$ cat src/rtl/dispatch_queue.sv
// dispatch_queue: in-order uop buffer between rename and issue.
// Optional stats counters: define DISPATCH_QUEUE_STATS_EN.

package uop_pkg;
  typedef logic [7:0] uop_tag_t;
  localparam uop_tag_t UOP_NOP      = 8'h00;
  localparam uop_tag_t UOP_INT_ALU  = 8'h01;
  localparam uop_tag_t UOP_INT_MUL  = 8'h02;
  localparam uop_tag_t UOP_LOAD     = 8'h03;
  localparam uop_tag_t UOP_STORE    = 8'h04;
  localparam uop_tag_t UOP_BRANCH   = 8'h05;
  localparam uop_tag_t UOP_CAP_JUMP = 8'h40;
  localparam uop_tag_t UOP_CAP_LOAD = 8'h41;
endpackage

module dispatch_queue
  import uop_pkg::*;
#(
  parameter int DEPTH = 8,
  parameter int CNT_W = 16
) (
  input  logic                     clk_i,
  input  logic                     rst_ni,
  input  logic                     rename_valid_i,
  input  uop_tag_t                 rename_uop0_i,
  input  uop_tag_t                 rename_uop1_i,
  input  logic [1:0]               rename_uop_count_i,
  input  logic [1:0]               rename_is_cap_i,
  output logic                     dispatch_ready_o,
  output logic                     issue_valid_o,
  output uop_tag_t                 issue_uop_o,
  output logic                     issue_is_cap_o,
  input  logic                     issue_ready_i,
  input  logic                     cap_done_i,
  input  logic                     flush_i,
  output logic [$clog2(DEPTH):0]   occupancy_o,
  output logic                     cap_wait_o,
  output logic [CNT_W-1:0]         cap_wait_cycles_o,
  output logic [CNT_W-1:0]         issued_count_o
);

  localparam int PTR_W = $clog2(DEPTH);
  localparam int OCC_W = PTR_W + 1;

  typedef enum logic {
    IDLE,
    CAP_WAIT
  } state_e;

  state_e               state_q, state_d;
  logic [PTR_W-1:0]     rptr_q, rptr_d;
  logic [PTR_W-1:0]     wptr_q, wptr_d;
  logic [PTR_W-1:0]     wptr1;
  logic [OCC_W-1:0]     occ_q, occ_d;
  uop_tag_t             tag_q [DEPTH];
  logic [DEPTH-1:0]     cap_q;
  logic [1:0]           n_push;
  logic [1:0]           n_eff;
  logic                 push_fire;
  logic                 issue_fire;
  logic                 empty;

  // lanes requested; count 3 behaves like 2
  always_comb begin
    n_push = 2'd0;
    unique case (rename_uop_count_i)
      2'd0:    n_push = 2'd0;
      2'd1:    n_push = 2'd1;
      default: n_push = 2'd2;
    endcase
  end

  // ready looks only at registered occupancy, never at a same-cycle pop
  assign dispatch_ready_o = occ_q <= OCC_W'(DEPTH - 2);
  assign empty            = occ_q == '0;
  assign issue_valid_o    = !empty && (state_q == IDLE);
  assign issue_uop_o      = empty ? '0 : tag_q[rptr_q];
  assign issue_is_cap_o   = !empty && cap_q[rptr_q];
  assign push_fire        = rename_valid_i && dispatch_ready_o;
  assign issue_fire       = issue_valid_o && issue_ready_i;
  assign n_eff            = push_fire ? n_push : 2'd0;
  assign wptr1            = wptr_q + 1'b1;
  assign occupancy_o      = occ_q;
  assign cap_wait_o       = state_q == CAP_WAIT;

  // pointer and occupancy next state; flush wins over push/pop
  always_comb begin
    rptr_d = rptr_q;
    wptr_d = wptr_q;
    occ_d  = occ_q;
    if (flush_i) begin
      rptr_d = '0;
      wptr_d = '0;
      occ_d  = '0;
    end else begin
      wptr_d = wptr_q + PTR_W'(n_eff);
      if (issue_fire) rptr_d = rptr_q + 1'b1;
      occ_d = occ_q + OCC_W'(n_eff)
            - OCC_W'(issue_fire);
    end
  end

  // FSM next state: a cap issue blocks until cap_done
  always_comb begin
    state_d = state_q;
    unique case (state_q)
      IDLE:
        if (issue_fire && issue_is_cap_o)
          state_d = CAP_WAIT;
      CAP_WAIT:
        if (cap_done_i) state_d = IDLE;
      default: state_d = IDLE;
    endcase
    if (flush_i) state_d = IDLE;
  end

  // control registers
  always_ff @(posedge clk_i or negedge rst_ni) begin
    if (!rst_ni) begin
      state_q <= IDLE;
      rptr_q  <= '0;
      wptr_q  <= '0;
      occ_q   <= '0;
    end else begin
      state_q <= state_d;
      rptr_q  <= rptr_d;
      wptr_q  <= wptr_d;
      occ_q   <= occ_d;
    end
  end

  // entry storage: lane 0 then lane 1 at consecutive slots
  always_ff @(posedge clk_i) begin
    if (push_fire && !flush_i) begin
      if (n_push != 2'd0) begin
        tag_q[wptr_q] <= rename_uop0_i;
        cap_q[wptr_q] <= rename_is_cap_i[0];
      end
      if (n_push == 2'd2) begin
        tag_q[wptr1] <= rename_uop1_i;
        cap_q[wptr1] <= rename_is_cap_i[1];
      end
    end
  end

`ifdef DISPATCH_QUEUE_STATS_EN
  logic [CNT_W-1:0] cwc_q, cwc_d;
  logic [CNT_W-1:0] ic_q, ic_d;

  // saturating stall and issue counters, untouched by flush
  always_comb begin
    cwc_d = cwc_q;
    ic_d  = ic_q;
    if ((state_q == CAP_WAIT) && !empty && !(&cwc_q))
      cwc_d = cwc_q + 1'b1;
    if (issue_fire && !(&ic_q))
      ic_d = ic_q + 1'b1;
  end

  // counter registers
  always_ff @(posedge clk_i or negedge rst_ni) begin
    if (!rst_ni) begin
      cwc_q <= '0;
      ic_q  <= '0;
    end else begin
      cwc_q <= cwc_d;
      ic_q  <= ic_d;
    end
  end

  assign cap_wait_cycles_o = cwc_q;
  assign issued_count_o    = ic_q;
`else
  assign cap_wait_cycles_o = '0;
  assign issued_count_o    = '0;
`endif

  // occupancy can never exceed the buffer size
  a_occ_bound : assert property (
    @(posedge clk_i) disable iff (!rst_ni)
    occ_q <= OCC_W'(DEPTH)
  );

endmodule
$ cat config.mk
export PLATFORM = sky130hd
export DESIGN_NAME = dispatch_queue
export DESIGN_NICKNAME = d
export VERILOG_FILES = /design/src/rtl/dispatch_queue.sv
export SDC_FILE = /design/constraint.sdc
export NUM_CORES = 1
export LEC_CHECK = 0
export BUFFER_PORTS_ARGS = -buffer_cell sky130_fd_sc_hd__buf_2
export CAP_MARGIN = 20
export CORE_MARGIN = 2
export CORE_UTILIZATION = 51
export DETAILED_ROUTE_END_ITERATION = 10
export GPL_TIMING_DRIVEN = 0
export PLACE_DENSITY_LB_ADDON = 0.3
export SLEW_MARGIN = 20
export SYNTH_ARGS = -nofsm -noshare
export SYNTH_HDL_FRONTEND = slang
export SYNTH_SLANG_ARGS = --single-unit
export TNS_END_PERCENT = 10
$ cat constraint.sdc
create_clock -name clk_i -period 2.85 [get_ports clk_i]
set_clock_uncertainty 0.05 [all_clocks]
set_input_delay 0.1425 -clock clk_i [delete_from_list [all_inputs] [get_ports clk_i]]
set_output_delay 0.1425 -clock clk_i [all_outputs]
set_load 0.01 [all_outputs]
### Word-level counts from Yosys, hierarchy flattened

Memories as Yosys holds them, arrays and structs flattened.
Index checks and enable logic that the tools add are counted.
W data, S select, Z words.

* $lt $le $gt $ge: 6
* $add $sub $neg: 5
* bitwise gates (word level): 1
* equal/unequal tests: 2
* reductions and logical operators: 14
* multiplexer cells: 28

Operators by type and width (count)
* $mux W8: 4
* $bwmux W8: 2
* $lt A3 B4 Y1 const B: 3
* $mux W1: 12
* $mux W3: 3
* $logic_and A1 B1 Y1: 8
* $add A3 B1 Y3 const B: 2
* $demux W1 S3: 2
* $ge A3 B1 Y1 const B: 2
* $add A4 B2 Y4: 1
* $le A4 B3 Y1 const B: 1
* $logic_not A4 Y1: 1
* $mux W4: 1
* $pmux W2 S2: 1
* $reduce_bool A2 Y1: 2
* $sub A4 B1 Y4: 1
* $add A3 B2 Y3: 1
* $bmux W1 S3: 1
* $eq A2 B1 Y1 const B: 1
* $eq A2 B2 Y1 const B: 1
* $logic_not A1 Y1: 2
* $logic_not A2 Y1: 1
* $mux W2: 1
* $pmux W1 S2: 1
* $not A1 Y1: 1

* bits in writable memories: 64
* register bits after elaboration: 19
* memories kept: 1
* output and inout bits: 48

Memories
* tag_q: depth 8, width 8, read ports 1, clocked after memory_dff 0, write ports 2, RTL line 55 `uop_tag_t tag_q [DEPTH];`

### Longest topological paths before layout

Gate-level depths: netlist (run 1).

* depth in word-level cells: 9
* depth in mapped cells: 13
* depth with buffers taken out: 12

### Least setup slack after synthesis (run 1)

Ideal clock, no wire load.

* path type: register -> register
* start: register occ_q[3] (netlist: occupancy_o[3])
* end: register occ_q[3] (netlist: occupancy_o[3])
* path buffers: 1
* period minus slack after synthesis: 2.657 ns
* path slack: 0.193 ns
* library setup time: 0.132 ns
* arrival time: 2.475 ns
* cell stages (with the launch flop): 14
* path through: dfrtp_1 -> inv_1 -> ha_1 -> and3_4 -> a211oi_2 -> buf_6 -> nand2_1 -> ha_1 -> inv_1 -> ha_1 -> a21o_1 -> a21oi_1 -> xnor2_1 -> nor2_1

* cells in the longest elaborated chain, start to end: 6

Ends and longest elaborated chain
* start, declared: RTL line 54 `logic [OCC_W-1:0] occ_q, occ_d;`
* start signal, assigned: RTL line 123 `occ_q <= '0;`
* start signal, assigned: RTL line 128 `occ_q <= occ_d;`
* $le A4 B3 Y1 / $logic_not A4 Y1 (equally long branches): RTL line 74, 75
* $logic_and A1 B1 Y1 / $logic_not A1 Y1 (equally long branches): RTL line 79, 76
* $mux W2 / $logic_and A1 B1 Y1 (equally long branches): RTL line 81, 76
* $add A4 B2 Y4 / $logic_and A1 B1 Y1 (equally long branches): RTL line 98, 80
* $sub A4 B1 Y4 (*): RTL line 99 `- OCC_W'(issue_fire);`
* $mux W4 (*): RTL line 91 `if (flush_i) begin`
* via occ_d[3]: RTL line 54

Mark *: on every way through the listed nets, which the timed path passes. The rest lies on a longest branch.
A chain may end at the register's enable or synchronous reset.

==> reports/metrics.csv, run 1 <==
metric,value,unit
CTS buffer count,9,
RSZ-0062 raised after global routing,yes,
Max rail drop VDD,284.1,uV
crit path max fanout,10,
"Avg Cell Area, Syn",14.28,sq um
1st-iter DRT viols,215,
core area,0.009684,sq mm
Crit Path Class,flip-flop to flip-flop,
Worst-Skew Late Latency,0.36,ns
fin util,59.48,%
leakage power,0.002193,uW
CTS tree,done,
fillers,798,
gpl congestion,0.8582,
count of pins over their slew limit,0,
Die Y,103.3,microns
number of global-route vias before repair,2880,
count of unique library cells instantiated by Yosys,42,
Diodes inserted,0,
DRC viols,0,
DR vias/cell,5.127,
share of the synthesized area in the top cell type,43.01,%
sequential element share of the synthesized area,48.48,%
chip width,103.3,microns
fraction of layout cells with a size suffix above 1,47.74,%
"CTS clk-pin slew, worst paths",0.09,ns
number of synthesized register bits,83,
status,"complete, but fails checks",
synthesis-to-finish area growth,14.58,%
Power per Cell Area,643.7,mW/mm^2
final hold vios,0,
FMAX,346.4,MHz
Boundary Pins,74,
Tcrit/Tclk final,101.3,%
Max Root-Sink Buffers,2,
post-synth top area cell,edfxtp_1,
"EDFF count, synth",72,
worst setup margin,-0.03703,ns
die area,0.01067,sq mm
Main synth FF type,edfxtp_1,
H-tree Lvls,3,
"Min Clock Period, post-route",2.887,ns
Port Buffers,40,
startpoint type of the worst setup path,flip-flop,
ys async rst share,13.25,%
max-cap violations,0,
Pre-antenna DRT Iters,5,
Syn Std Cell Area,0.005027,sq mm
vias,2948,
Arrival @ worst endpoint,2.82,ns
max_slew headroom,31.01,%
DP Wirelength,7384,microns
GRT Resource Usage Total,20.57,%
pre-CTS WS,-0.2241,ns
Synth Instances,352,
first-pass GRT wire length,15730,microns
CP Capture Type,flip-flop,
Antenna Nets Post-Route,0,
Placement Rows,36,
pin count of the biggest net entering global routing,16,
routed len/inst,17.71,microns
Initial Util,51.91,%
GRT overflow,0,
"Net count, final",475,
Hold Crit Class,input pin to flip-flop,
overall power,3708,uW
Worst Tran Pin Value,1.035,ns
clock sinks,83,
initial antenna violation count,0,
final WL,10190,microns
YS warnings,0,
failing checks,negative setup slack,
final setup vio count,24,
synth top area cells,"edfxtp_1 (43%), mux2_2 (15%), mux4_2 (7.6%)",
Worst EP required,2.79,ns
clk root buf,clkbuf_8,
[Yosys cell counts, drive strengths merged, types with 5 or more instances]
cell	number
a21oi	13
buf	41
clkbuf	5
dfrtp	11
edfxtp	72
ha	10
inv	13
mux2	74
mux2i	16
mux4	17
nand2	12
nand3	11
nor2	22
nor2b	7
xnor2	5
[routing by layer]
layer / vias to the layer above / global-route usage (%) / part of all wire (%)
met4: 0 / 6.781 / 1.6
met3: 14 / 3.293 / 5.8
met2: 106 / 33.12 / 47
met1: 1402 / 28.74 / 45
li1: 1426 / - / -
met5: - / 0 / 0
[flip-flops by register name, summed over array words and instances (netlist names)]
name         cells
rptr_q           3
wptr_q           3
tag_q           64
occupancy_o      4
cap_q            8
cap_wait_o       1
[stage by stage]
stage / hold WS, ns / cells / cell area (sq um) / setup TNS (ns)
global placement: -0.02938 / 556 / 5510 / -9.272
detailed placement: -0.02094 / 556 / 5510 / -11.59
floorplan: -0.2031 / 383 / 5144 / 0
CTS: 0.01537 / 574 / 5738 / -7.545
finish: 0.02398 / 575 / 5761 / -0.5838
global route: 0.02030 / 575 / 5761 / -10.48
[cells by family after synthesis]
family          count (synthesis)  share of synthesized area [%]
mux                           107                          27.97
compound gates                 18                          2.215
fa+ha+maj                      12                          3.285
simple gates                   66                          8.960
buf+inv                        59                          7.591
xor+xnor                        6                          1.419
flops                          83                          48.48
other cells                     1                        0.07459
[where the power goes]
part | leakage (uW) | switching [uW] | internal, uW
sequential | 0.000798 | 64.9 | 1420
combinational | 0.00130 | 718 | 632
clock | 0.0000914 | 461 | 411
total | 0.00219 | 1240 | 2460
[cell type report]
type,count,area [sq um],area share [%]
flip-flops and latches,83,2439,42.33
multi-input cells,241,2346,40.73
plain buffers,46,332.8,5.778
repair buffers,43,227.7,3.953
well taps,133,166.4,2.889
clock buffers,9,123.9,2.150
clock inverters,7,76.32,1.325
inverters,13,48.80,0.8471
[final timing paths]
kind                                      from  slack, ns  cells after the start              to
worst max-delay path            occupancy_o[3]      -0.04                      8     tag_q[3][3]
worst min-delay path                   flush_i       0.02                      2  occupancy_o[0]
worst max register to register  occupancy_o[3]      -0.04                      8     tag_q[3][3]
worst min register to register      cap_wait_o       0.57                      2      cap_wait_o
max in group asynchronous               rst_ni       2.41                      2  occupancy_o[3]
min in group asynchronous               rst_ni       0.12                      2       wptr_q[0]
[cells in the final DEF (no fill, tap or decap), types with 3 or more instances in the layout]
| cell type | instances |
|---|---|
| xnor2_1 | 4 |
| inv_1 | 12 |
| nand3_1 | 6 |
| nor2_1 | 20 |
| clkbuf_1 | 5 |
| ha_1 | 8 |
| dfrtp_1 | 10 |
| edfxtp_1 | 72 |
| clkinvlp_4 | 3 |
| mux2i_1 | 16 |
| mux2_2 | 65 |
| buf_2 | 44 |
| mux4_2 | 17 |
| nand2_1 | 11 |
| clkbuf_8 | 9 |
| buf_4 | 35 |
| nand3_4 | 5 |
| a21oi_1 | 12 |
| nor2b_1 | 5 |
| mux2_4 | 8 |
| conb_1 | 32 |
[timing repair]
action / 4_1_cts / 5_1_grt
hold endpoints to repair: 12 / 0
gates resized for setup: 1 / 7
pin swaps: 1 / 2
endpoints found under the setup margin: 67 / 65
setup buffers: 0 / 0
hold buffers: 2 / 0
[worst max-delay path, cell delays in order, from the launching register on]
cell and delay (ns):
dfrtp_2 0.42, inv_2 0.05, ha_2 0.17, and3_4 0.19, a211oi_4 0.24, buf_6 0.24, nand2b_1 0.07, clkbuf_1 0.22
a21oi_1 0.85
Power figures use the tool's default switching activity.
==> inputs of run 2 (changes only) <==
--- a/config.mk
+++ b/config.mk
@@ -11,6 +11,7 @@
 export CORE_UTILIZATION = 51
 export DETAILED_ROUTE_END_ITERATION = 10
 export GPL_TIMING_DRIVEN = 0
+export HOLD_SLACK_MARGIN = 0.03
 export PLACE_DENSITY_LB_ADDON = 0.3
 export SLEW_MARGIN = 20
 export SYNTH_ARGS = -nofsm -noshare
==> reports/metrics.csv, run 2 (same netlist as run 1, synthesis figures left out) <==
metric,value,unit
status,"complete, but fails checks",
failing checks,negative setup slack,
Top reg by flops,tag_q,
GR Layer Usage met1,28.74,%
final hold vios,0,
FMAX,346.5,MHz
Post-Route Setup TNS,-0.5363,ns
final WL,10200,microns
routed len/inst,17.68,microns
met2 Use GR,33.17,%
Reg-to-Reg End,tag_q[2][3],
pin count of the biggest net entering global routing,16,
CTS buffer count,9,
"Setup Fix Bufs, Post-CTS",0,
FF-to-FF path depth,8,
placed insts,556,
CTS tree,done,
grt met3 use,3.293,%
CP Capture Type,flip-flop,
DRC viols,0,
leakage power,0.002204,uW
count of pins over their slew limit,0,
number of global-route vias before repair,2894,
1st-iter DRT viols,193,
"Net count, final",477,
Boundary Pins,74,
worst reg2reg startpoint,occupancy_o[3],
H-tree Lvls,3,
vias,2947,
Antenna Nets Post-Route,0,
first-pass GRT wire length,15750,microns
Hold Crit Class,input pin to asynchronous set/reset pin,
Die Y,103.3,microns
clock sinks,83,
GRT overflow,0,
initial antenna violation count,0,
DR vias/cell,5.107,
synthesis-to-finish area growth,14.98,%
Crit Path Class,flip-flop to flip-flop,
worst setup margin,-0.03618,ns
fraction of layout cells with a size suffix above 1,47.52,%
Placement Rows,36,
Tcrit/Tclk final,101.3,%
final setup vio count,24,
final cell count without fillers,577,
gr busiest metal,met2,
Diodes inserted,0,
Worst EP required,2.79,ns
startpoint type of the worst setup path,flip-flop,
WHS,0.1223,ns
Initial Util,51.91,%
max-cap violations,0,
"CTS clk-pin slew, worst paths",0.09,ns
Worst-Skew Late Latency,0.36,ns
Power per Cell Area,642.6,mW/mm^2
max reg flops,64,
DP Wirelength,7384,microns
gpl congestion,0.8582,
"reg-to-reg slack, setup",-0.04,ns
"commonest non-fill, non-tap cells in the layout","edfxtp_1 (72), mux2_2 (65), buf_2 (44), buf_4 (35), conb_1 (32)",
pre-CTS WS,-0.2241,ns
critical path launch point,occupancy_o[3],
Port Buffers,40,
chip width,103.3,microns
max_slew headroom,30.07,%
"commonest non-fill, non-tap cell in the layout",edfxtp_1,
Worst Tran Pin Value,1.049,ns
crit path max fanout,10,
clk root buf,clkbuf_8,
"Min Clock Period, post-route",2.886,ns
fin util,59.69,%
worst setup path endpoint,tag_q[2][3],
Max Root-Sink Buffers,2,
RSZ-0062 raised after global routing,yes,
GRT Resource Usage Total,20.58,%
Arrival @ worst endpoint,2.83,ns
core area,0.009684,sq mm
die area,0.01067,sq mm
Pre-antenna DRT Iters,4,
Max rail drop VDD,284.9,uV
[run 2: repair_timing]
item	4_1_cts	5_1_grt
gates resized for setup	1	7
endpoints found under the setup margin	67	65
hold endpoints to repair	13	0
pin swaps	1	2
gates cloned	0	0
hold buffers	4	0
[run 2: metal layers]
layer / up-vias / routed length, microns / part of all wire, %
met5: - / 0 / 0
met2: 91 / 4853 / 48
li1: 1431 / - / -
met1: 1413 / 4633 / 45
met3: 12 / 582 / 5.7
met4: 0 / 135 / 1.3
[run 2: final cells by class]
class / instances / area (sq um)
repair buffers: 45 / 247.7
inverters: 13 / 48.80
clock inverters: 7 / 76.32
well taps: 133 / 166.4
plain buffers: 46 / 332.8
clock buffers: 9 / 123.9
fillers: 802 / 3904
flip-flops and latches: 83 / 2439
multi-input cells: 241 / 2346
[run 2: worst min path at each step]
| stage | from | to | slack (ns) | cells after the start |
|---|---|---|---|---|
| after floorplan | rst_ni | cap_wait_o | -0.20 | 0 |
| final | rst_ni | wptr_q[0] | 0.12 | 2 |
| after global routing | rename_uop0_i[1] | tag_q[7][1] | 0.14 | 2 |
| after global placement | rst_ni | wptr_q[2] | -0.03 | 1 |
| after detailed placement | rst_ni | wptr_q[0] | -0.02 | 1 |
| after CTS | rst_ni | wptr_q[0] | 0.12 | 2 |
[run 2: through the flow]
stage	power (uW)	instance area, sq um
2_1_floorplan	2454	5144
3_3_place_gp	2810	5510
3_5_place_dp	2852	5510
4_1_cts	3725	5758
5_1_grt	3940	5781
6_report	3714	5781
[run 2: worst max-delay path: stages (launching register included)]
cell and delay, ns:
dfrtp_2 0.42, inv_2 0.05, ha_2 0.17, and3_4 0.19, a211oi_4 0.25, buf_6 0.24, nand2b_1 0.07, clkbuf_1 0.21
a21oi_1 0.85
[run 2: power by group]
group	internal (uW)	switching (uW)
logic	637	720
clock network	411	460
registers	1420	64.8
total	2470	1250
